## config.mk

```make
export PLATFORM = sky130hd
export DESIGN_NAME = hwpe_stream_sink_2d
export DESIGN_NICKNAME = d
export VERILOG_FILES = /design/src/rtl/hwpe_stream_sink_2d.sv
export SDC_FILE = /design/constraint.sdc
export NUM_CORES = 1
export LEC_CHECK = 0
export ABC_AREA = 1
export BUFFER_PORTS_ARGS = -buffer_cell sky130_fd_sc_hd__buf_2
export CAP_MARGIN = 20
export CORE_AREA = 2 2 219 221
export CTS_CLUSTER_DIAMETER = 60
export DETAILED_ROUTE_END_ITERATION = 8
export DIE_AREA = 0 0 221 223
export GPL_ROUTABILITY_DRIVEN = 0
export HOLD_SLACK_MARGIN = 0.06
export SLEW_MARGIN = 30
export SYNTH_ARGS = -nofsm -noshare
export SYNTH_HDL_FRONTEND = slang
export SYNTH_SLANG_ARGS = --single-unit
```

## constraint.sdc

```tcl
create_clock -name clk_i -period 6.1 [get_ports clk_i]
set_input_delay 1.22 -clock clk_i [delete_from_list [all_inputs] [get_ports clk_i]]
set_output_delay 1.22 -clock clk_i [all_outputs]
set_load 0.05 [all_outputs]
```

## src/rtl/hwpe_stream_sink_2d.sv

```systemverilog
`default_nettype none
// ============================================================================
// Module : hwpe_stream_sink_2d
// Brief  : Store streamer writing a HWPE-Stream to memory through independent
//          32-bit ports along a 2D (line/stride) address pattern.
// Rev    : 1.0
// ============================================================================
module hwpe_stream_sink_2d #(
    parameter int unsigned DATA_WIDTH    = 64,
    parameter int unsigned NB_TCDM_PORTS = DATA_WIDTH / 32,
    parameter int unsigned ADDR_WIDTH    = 32,
    parameter int unsigned CNT_WIDTH     = 16
) (
    input  logic                                clk_i,
    input  logic                                rst_ni,
    input  logic                                clear_i,
    input  logic                                req_start_i,
    input  logic [ADDR_WIDTH-1:0]               base_addr_i,
    input  logic [CNT_WIDTH-1:0]                line_len_i,
    input  logic [CNT_WIDTH-1:0]                nb_lines_i,
    input  logic [ADDR_WIDTH-1:0]               line_stride_i,
    input  logic                                stream_valid_i,
    input  logic [DATA_WIDTH-1:0]               stream_data_i,
    input  logic [DATA_WIDTH/8-1:0]             stream_strb_i,
    output logic                                stream_ready_o,
    output logic [NB_TCDM_PORTS-1:0]            tcdm_req_o,
    input  logic [NB_TCDM_PORTS-1:0]            tcdm_gnt_i,
    output logic [NB_TCDM_PORTS*ADDR_WIDTH-1:0] tcdm_add_o,
    output logic [NB_TCDM_PORTS*32-1:0]         tcdm_data_o,
    output logic [NB_TCDM_PORTS*4-1:0]          tcdm_be_o,
    output logic [NB_TCDM_PORTS-1:0]            tcdm_wen_o,
    output logic                                ready_start_o,
    output logic                                busy_o,
    output logic                                done_o,
    output logic [2*CNT_WIDTH-1:0]              beats_done_o
);

    localparam logic [ADDR_WIDTH-1:0] c_beat_bytes = ADDR_WIDTH'(NB_TCDM_PORTS * 4);

    typedef enum logic [1:0] {
        ST_IDLE    = 2'd0,
        ST_WORKING = 2'd1,
        ST_DRAIN   = 2'd2
    } state_e;

    state_e                     r_state, w_state_nxt;
    logic                       r_done, w_done_nxt;
    logic [NB_TCDM_PORTS-1:0]   r_pending;
    logic [DATA_WIDTH-1:0]      r_data;
    logic [DATA_WIDTH/8-1:0]    r_be;
    logic [ADDR_WIDTH-1:0]      r_beat_addr;
    logic [ADDR_WIDTH-1:0]      r_addr;
    logic [ADDR_WIDTH-1:0]      r_line_base;
    logic [ADDR_WIDTH-1:0]      r_stride;
    logic [CNT_WIDTH-1:0]       r_line_len;
    logic [CNT_WIDTH-1:0]       r_nb_lines;
    logic [CNT_WIDTH-1:0]       r_word;
    logic [CNT_WIDTH-1:0]       r_line;
    logic [2*CNT_WIDTH-1:0]     r_beats;

    logic                       w_stall;
    logic                       w_accept;
    logic                       w_line_end;
    logic                       w_last_beat;
    logic [NB_TCDM_PORTS-1:0]   w_strb_nz;

    // A port still waiting for its grant blocks the next beat from overwriting the buffer.
    assign w_stall        = |(r_pending & ~tcdm_gnt_i);
    assign stream_ready_o = (r_state == ST_WORKING) && !w_stall;
    assign w_accept       = stream_valid_i && stream_ready_o;
    assign w_line_end     = (r_word == r_line_len - CNT_WIDTH'(1));
    assign w_last_beat    = w_line_end && (r_line == r_nb_lines - CNT_WIDTH'(1));

    always_comb begin
        w_state_nxt = r_state;
        w_done_nxt  = 1'b0;
        case (r_state)
            ST_IDLE: begin
                if (req_start_i) begin
                    if ((line_len_i == '0) || (nb_lines_i == '0)) begin
                        w_done_nxt = 1'b1;
                    end else begin
                        w_state_nxt = ST_WORKING;
                    end
                end
            end
            ST_WORKING: begin
                // A fully masked last beat has nothing to drain.
                if (w_accept && w_last_beat) begin
                    if (w_strb_nz == '0) begin
                        w_state_nxt = ST_IDLE;
                        w_done_nxt  = 1'b1;
                    end else begin
                        w_state_nxt = ST_DRAIN;
                    end
                end
            end
            ST_DRAIN: begin
                if (!w_stall) begin
                    w_state_nxt = ST_IDLE;
                    w_done_nxt  = 1'b1;
                end
            end
            default: w_state_nxt = ST_IDLE;
        endcase
    end

    always_ff @(posedge clk_i) begin
        if (!rst_ni || clear_i) begin
            r_state     <= ST_IDLE;
            r_done      <= 1'b0;
            r_pending   <= '0;
            r_data      <= '0;
            r_be        <= '0;
            r_beat_addr <= '0;
            r_addr      <= '0;
            r_line_base <= '0;
            r_stride    <= '0;
            r_line_len  <= '0;
            r_nb_lines  <= '0;
            r_word      <= '0;
            r_line      <= '0;
            r_beats     <= '0;
        end else begin
            r_state   <= w_state_nxt;
            r_done    <= w_done_nxt;
            r_pending <= r_pending & ~tcdm_gnt_i;
            if ((r_state == ST_IDLE) && req_start_i) begin
                r_line_base <= base_addr_i & ~ADDR_WIDTH'(3);
                r_addr      <= base_addr_i & ~ADDR_WIDTH'(3);
                r_stride    <= line_stride_i;
                r_line_len  <= line_len_i;
                r_nb_lines  <= nb_lines_i;
                r_word      <= '0;
                r_line      <= '0;
                r_beats     <= '0;
            end
            if (w_accept) begin
                r_pending   <= w_strb_nz;
                r_data      <= stream_data_i;
                r_be        <= stream_strb_i;
                r_beat_addr <= r_addr;
                r_beats     <= r_beats + (2*CNT_WIDTH)'(1);
                if (w_line_end) begin
                    r_word      <= '0;
                    r_line_base <= r_line_base + r_stride;
                    r_addr      <= r_line_base + r_stride;
                    r_line      <= r_line + CNT_WIDTH'(1);
                end else begin
                    r_word <= r_word + CNT_WIDTH'(1);
                    r_addr <= r_addr + c_beat_bytes;
                end
            end
        end
    end

    generate
        for (genvar i = 0; i < NB_TCDM_PORTS; i++) begin : g_port
            assign w_strb_nz[i] = |stream_strb_i[i*4 +: 4];
            assign tcdm_add_o[i*ADDR_WIDTH +: ADDR_WIDTH] =
                r_pending[i] ? (r_beat_addr + ADDR_WIDTH'(4*i)) : '0;
            assign tcdm_data_o[i*32 +: 32] = r_pending[i] ? r_data[i*32 +: 32] : '0;
            assign tcdm_be_o[i*4 +: 4]     = r_pending[i] ? r_be[i*4 +: 4] : '0;
        end
    endgenerate

    assign tcdm_req_o    = r_pending;
    assign tcdm_wen_o    = '0;
    assign ready_start_o = (r_state == ST_IDLE);
    assign busy_o        = (r_state == ST_WORKING) || (r_state == ST_DRAIN);
    assign done_o        = r_done;
    assign beats_done_o  = r_beats;

endmodule

`default_nettype wire

```

==> flow_metrics.py, run 1 <==
metrics = {
    "cts": {
        "htree_levels": 2,
        "postCtsHoldBufs": 0,
        "cts_made_buffers": 41,
        "cts_tree": "done",
        "insertion_delay_ns": 0.57,
        "post_cts_resize_count": 0,
        "clock_sinks": 301,
        "clkTransAtPathRegs_ns": 0.06,
        "ctsRootBufferMaster": "clkbuf_16",
        "clock_path_buffers": 3,
        "postCtsSetupBuffers": 0,
    },
    "critical_path": {
        "path_class": "flop to primary output",
        "crit_path_max_fanout": 5,
        "r2r-end": "r_addr[7]$_SDFFE_PP0P_",
        "r2r_setup_slack_ns": 2.29,
        "critPathRequiredTime_ns": 4.88,
        "r2r_cells": 14,
        "startpoint_type": "flop",
        "end_kind": "primary output",
        "crit_start": "r_beat_addr[2]$_SDFFE_PP0P_",
        "cp.arrival_ns": 3.19,
        "r2r-start": "r_line_len[0]$_SDFFE_PP0P_",
    },
    "min_path": {
        "whs_endpoint": "r_data[8]$_SDFFE_PP0P_",
        "hold_depth": 2,
        "hp-class": "flop to flop",
        "hold_start": "r_data[8]$_SDFFE_PP0P_",
    },
    "global_route": {
        "grt_max_degree": 165,
        "grt_pass1_wl_um": 99800,
        "grtUsageTotal": 0.246,
        "antenna_found_initial": 0,
        "grt_overflow": 0,
        "grt_pass1_vias": 19000,
    },
    "drt": {
        "vias": 20400,
        "drc_errors": 0,
        "avgRoutedWirePerCell_um": 15.9,
        "route.final.wire_length_um": 62100,
        "dr.pass1.iters": 9,
        "drtIter0Drc": 1555,
        "antenna_left": 0,
        "vias_per_cell": 5.22,
    },
    "yosys": {
        "ys.flop_type": "dfxtp_1",
        "synth_top_area_frac": 0.326,
        "ys_seq_elements": 301,
        "syn_area_um2": 18500,
        "yosys_warnings": 0,
        "avgSynthCellArea_um2": 6.19,
        "ys_types": 54,
        "synth_area_leader_cell": "dfxtp_1",
        "syn_inst": 2989,
        "synth_edf_count": 0,
        "seq_area_frac_synth": 0.326,
        "ys_top_cells_by_area": "dfxtp_1, nand2_1, nor2_1",
        "async_flop_share": 0,
    },
    "finish": {
        "area_delta_synth_final_pct": 19.1,
        "antenna_cells": 0,
        "fin_cells": 3908,
        "fillers": 4952,
        "final_common_cell": "nand2_1",
        "layout.nets": 3483,
        "final_cell_mix": "nand2_1, nor2_1, inv_1",
        "drive_above_1_share": 0.145,
    },
    "timing": {
        "fmax_mhz": 227,
        "finalClockSkew_ns": 0.0240,
        "drv_slew": 0,
        "worst_pin_slew_ns": 0.840,
        "setup_tns_ns": 0,
        "setup_slack_ns": 1.69,
        "slew_headroom": 0.440,
        "hold_viol_final": 0,
        "post-route-min-period_ns": 4.41,
        "rsz0062_at_grt": "no",
        "period_share": 0.724,
        "setup_viol": 0,
    },
    "place": {
        "place_ws_ns": 2.06,
        "dp_hpwl_um": 46700,
        "port_buffers": 346,
        "dpl.cell_count": 3837,
    },
    "power_and_ir_drop": {
        "clock_power_share": 0.473,
        "p_leak_nw": 10.3,
        "power_frac_comb": 0.125,
        "peakVddDrop_mv": 0.193,
        "p_int_mw": 3.76,
        "p_seq_frac": 0.402,
        "power_density_nw_per_um2": 235,
        "p_switching_mw": 1.41,
        "swShare": 0.272,
    },
    "die": {
        "ios": 351,
        "dieArea_um2": 49300,
        "core.rowCount": 80,
        "die_y_um": 223,
        "initial_core_util": 0.392,
        "die_x_um": 221,
        "coreArea_um2": 47100,
    },
    "flow_run": {
        "maxCapViolCount": 0,
    },
    "status": {
        "status": "finished clean",
    },
}
## routing by layer
layer	vias to the layer above	track usage	part of all wire
met4	0	0.0626	0.022
met5	-	0	0
met2	771	0.403	0.45
met1	9326	0.341	0.46
met3	97	0.0328	0.067
li1	10200	-	-
## power groups by stage
| stage | Sequential [mW] | Clock (mW) | Combinational, mW |
|---|---|---|---|
| 5_1_grt | 2.08 | 2.58 | 0.733 |
| 2_1_floorplan | 2.10 | 0 | 0.450 |
| 4_1_cts | 2.08 | 2.51 | 0.647 |
| 3_3_place_gp | 2.12 | 0 | 0.633 |
| 6_report | 2.08 | 2.44 | 0.647 |
| 3_5_place_dp | 2.12 | 0 | 0.644 |
## cells in the mapped netlist, types with 2 or more instances
cell type,count
xor2_1,55
nand3b_1,13
clkinv_1,3
dfxtp_1,301
inv_2,2
nor2_1,430
o21bai_1,5
nor3_1,54
o21ai_0,252
nand4_1,62
buf_6,2
buf_1,12
o211a_1,3
or2_2,17
nor2_4,4
nor4_1,39
nand2_2,5
nor3b_1,3
ha_1,42
buf_4,5
nand3_1,154
xnor2_1,25
clkbuf_1,96
buf_2,13
a211oi_1,6
nor2_2,7
inv_1,354
a31oi_1,15
nand2_1,751
o21ai_2,3
a21oi_1,214
o22ai_1,5
and3_1,3
o21ai_1,5
o21a_1,10
## layout make-up
cell class | instances | area [µm²] | share of cell area
multi-input combinational | 2200 | 10600 | 0.482
sequential | 301 | 6030 | 0.274
timing repair buffer | 360 | 1860 | 0.0846
inverter | 361 | 1360 | 0.0618
clock buffer | 56 | 1180 | 0.0538
tap | 615 | 769 | 0.0350
clock inverter | 15 | 203 | 0.00921
## cell families (layout without fill, tap and decap cells)
kind of cell / count (synthesis) / count (layout) / synth area share
adder cells (fa/ha/maj): 43 / 43 / 0.0295
flip-flops: 301 / 301 / 0.326
AND/OR/NAND/NOR: 1550 / 1550 / 0.354
buffers and inverters: 489 / 792 / 0.102
XOR/XNOR: 81 / 81 / 0.0391
AO/OA/AOI/OAI: 524 / 524 / 0.149
other: 1 / 2 / 0.000203
## registers in the layout, summed over array words and instances, names as in the netlist, 8 cells and up
register	flops
beats_done_o	32
r_addr	32
r_be	8
r_beat_addr	32
r_data	64
r_line	16
r_line_base	32
r_line_len	16
r_nb_lines	16
r_stride	32
r_word	16
## worst max-delay path: stages, from the launching register on
cell	delay [ns]
dfxtp_1	0.46
ha_1	0.27
nand2_1	0.07
inv_1	0.07
nand2_1	0.10
nor3_1	0.34
nand2_1	0.09
nor2_1	0.19
nand4_1	0.17
nor3_1	0.25
a21oi_1	0.11
a211oi_1	0.21
buf_2	0.32
## how the worst max path moves through the flow
stage	endpoint	slack, ns
final	tcdm_add_o[54]	1.69
after global routing	tcdm_add_o[52]	1.37
after CTS	tcdm_add_o[54]	1.63
after detailed placement	r_addr[7]$_SDFFE_PP0P_	2.06
after global placement	r_addr[7]$_SDFFE_PP0P_	2.09
after floorplan	tcdm_add_o[54]	2.04
## through the flow
step	util	hold slack (ns)	total power, mW	area (µm²)
6_report	0.467	0.482	5.17	22000
5_1_grt	0.467	0.506	5.40	22000
4_1_cts	0.467	0.485	5.24	22000
3_5_place_dp	0.438	0.472	2.76	20600
3_3_place_gp	0.437	0.462	2.75	20600
2_1_floorplan	-	0.436	2.55	18500
No activity file was read; power rests on OpenSTA's default activity.
==> run 2: changes to the inputs <==
==> constraint.sdc (replaced) <==
create_clock -name clk_i -period 4.6 [get_ports clk_i]
set_input_delay 0.92 -clock clk_i [delete_from_list [all_inputs] [get_ports clk_i]]
set_output_delay 0.92 -clock clk_i [all_outputs]
set_load 0.05 [all_outputs]
==> run 2 against run 1 <==
  * Combinational power is 33% higher
  * Non-clock buffer count is 6 higher
  * Global-route usage is 0.088 points higher
  * Cell area is 0.22% lower
  * Worst setup slack worse by 1.2 ns
  * Die area stayed put
  * Wire length is 0.37% higher
  * Register-to-register slack worse by 1.2 ns
  * Clock power is 26% higher
  * Sequential share of layout area is 0.061 points higher
  * Critical endpoint is now tcdm_add_o[52]
==> flow_metrics.py, run 2 (synthesis results as in run 1) <==
metrics = {
    "drt": {
        "route.final.wire_length_um": 62300,
        "dr.pass1.iters": 7,
        "drtIter0Drc": 1777,
        "vias_per_cell": 5.19,
        "antenna_left": 0,
        "drc_errors": 0,
        "vias": 20300,
        "avgRoutedWirePerCell_um": 15.9,
    },
    "finish": {
        "drive_above_1_share": 0.146,
        "area_delta_synth_final_pct": 18.8,
        "multi_input_area_um2": 10600,
        "utilization": 0.466,
        "final_cell_mix": "nand2_1, nor2_1, inv_1",
        "top_register": "r_data",
        "final_common_cell": "nand2_1",
        "fin_cells": 3913,
        "regArea_um2": 6030,
        "layout.nets": 3488,
        "largest_reg_flops": 64,
        "fillers": 5004,
        "antenna_cells": 0,
    },
    "min_path": {
        "hp-class": "flop to flop",
    },
    "power_and_ir_drop": {
        "peakVddDrop_mv": 0.226,
        "power_density_nw_per_um2": 304,
        "power_mw": 6.68,
        "p_leak_nw": 10.3,
    },
    "cts": {
        "post_cts_resize_count": 0,
        "clock_sinks": 301,
        "cts_made_buffers": 40,
        "ctsRootBufferMaster": "clkbuf_16",
        "insertion_delay_ns": 0.56,
        "cts_tree": "done",
        "clock_path_buffers": 3,
        "postCtsHoldBufs": 0,
        "postCtsSetupBuffers": 0,
        "clkTransAtPathRegs_ns": 0.05,
        "htree_levels": 2,
    },
    "die": {
        "ios": 351,
        "die_x_um": 221,
        "die_y_um": 223,
        "dieArea_um2": 49300,
        "initial_core_util": 0.392,
        "core.rowCount": 80,
        "coreArea_um2": 47100,
    },
    "critical_path": {
        "critPathRequiredTime_ns": 3.68,
        "crit_path_max_fanout": 5,
        "path_class": "flop to primary output",
        "end_kind": "primary output",
        "cp.arrival_ns": 3.22,
        "startpoint_type": "flop",
    },
    "global_route": {
        "grtUsageTotal": 0.247,
        "grt_overflow": 0,
        "grt_pass1_vias": 18900,
        "grt_pass1_wl_um": 100000,
        "grt_max_degree": 156,
        "antenna_found_initial": 0,
    },
    "timing": {
        "finalClockSkew_ns": 0.00894,
        "rsz0062_at_grt": "no",
        "worst_pin_slew_ns": 0.967,
        "drv_slew": 0,
        "setup_tns_ns": 0,
        "setup_viol": 0,
        "whs_ns": 0.482,
        "post-route-min-period_ns": 4.14,
        "fmax_mhz": 241,
        "hold_viol_final": 0,
        "period_share": 0.900,
        "slew_headroom": 0.355,
    },
    "flow_run": {
        "maxCapViolCount": 0,
    },
    "status": {
        "status": "finished clean",
    },
    "place": {
        "dpl.cell_count": 3843,
        "port_buffers": 346,
        "dp_hpwl_um": 47000,
    },
}
==> run 2: changes by cell type in the layout (fill, tap and decap cells not counted), moves of 2 or more <==
cell        before  now
clkinv_4         4    2
bufinv_16        4    2
buf_4           12   18
clkinvlp_4       2    4
clkbuf_16       43   41
clkinv_2         4    6
==> run 2: report_power, final <==
group,switching (mW),internal (mW)
logic,0.579,0.281
registers,0.0738,2.68
clock network,1.22,1.85
==> run 2: routing by layer <==
layer,GRT usage,wire (µm),vias up
met3,0.0354,4230,90
met2,0.395,27600,765
met5,0,0,-
met4,0.0704,1320,0
met1,0.345,29200,9262
li1,-,-,10200
==> run 2: path summary, 6_finish.rpt <==
path	startpoint	endpoint	depth (start not counted)	slack, ns
setup / recovery	r_beat_addr[2]$_SDFFE_PP0P_	tcdm_add_o[52]	12	0.46
hold / removal	r_line_base[6]$_SDFF_PP0_	r_line_base[6]$_SDFF_PP0_	2	0.48
setup reg to reg	r_line_len[0]$_SDFFE_PP0P_	r_addr[8]$_SDFFE_PP0P_	14	1.10
hold reg to reg	r_line_base[6]$_SDFF_PP0_	r_line_base[6]$_SDFF_PP0_	2	0.48
==> run 2: layout make-up <==
| type | count | area share |
|---|---|---|
| repair buffers | 366 | 0.0868 |
| multi-input cells | 2200 | 0.483 |
| inverters | 361 | 0.0619 |
| well taps | 615 | 0.0350 |
| clock inverters | 16 | 0.00735 |
| clock buffers | 54 | 0.0517 |
| flip-flops and latches | 301 | 0.274 |
==> run 2: worst max-delay path, cell delays in order (launching register included) <==
cell	delay, ns
dfxtp_1	0.43
ha_1	0.26
nand2_1	0.07
inv_1	0.07
nand2_1	0.09
nor3_1	0.36
nand2_1	0.09
nor2_1	0.18
nand4_1	0.18
nor3_1	0.25
nor2_1	0.06
nor3_1	0.28
buf_2	0.35
==> run 2: stage by stage <==
step / worst slack [ns] / area (µm²)
4_1_cts: 0.422 / 22000
3_5_place_dp: 0.904 / 20700
5_1_grt: 0.163 / 22000
6_report: 0.458 / 22000
3_3_place_gp: 0.929 / 20700
2_1_floorplan: 0.840 / 18500
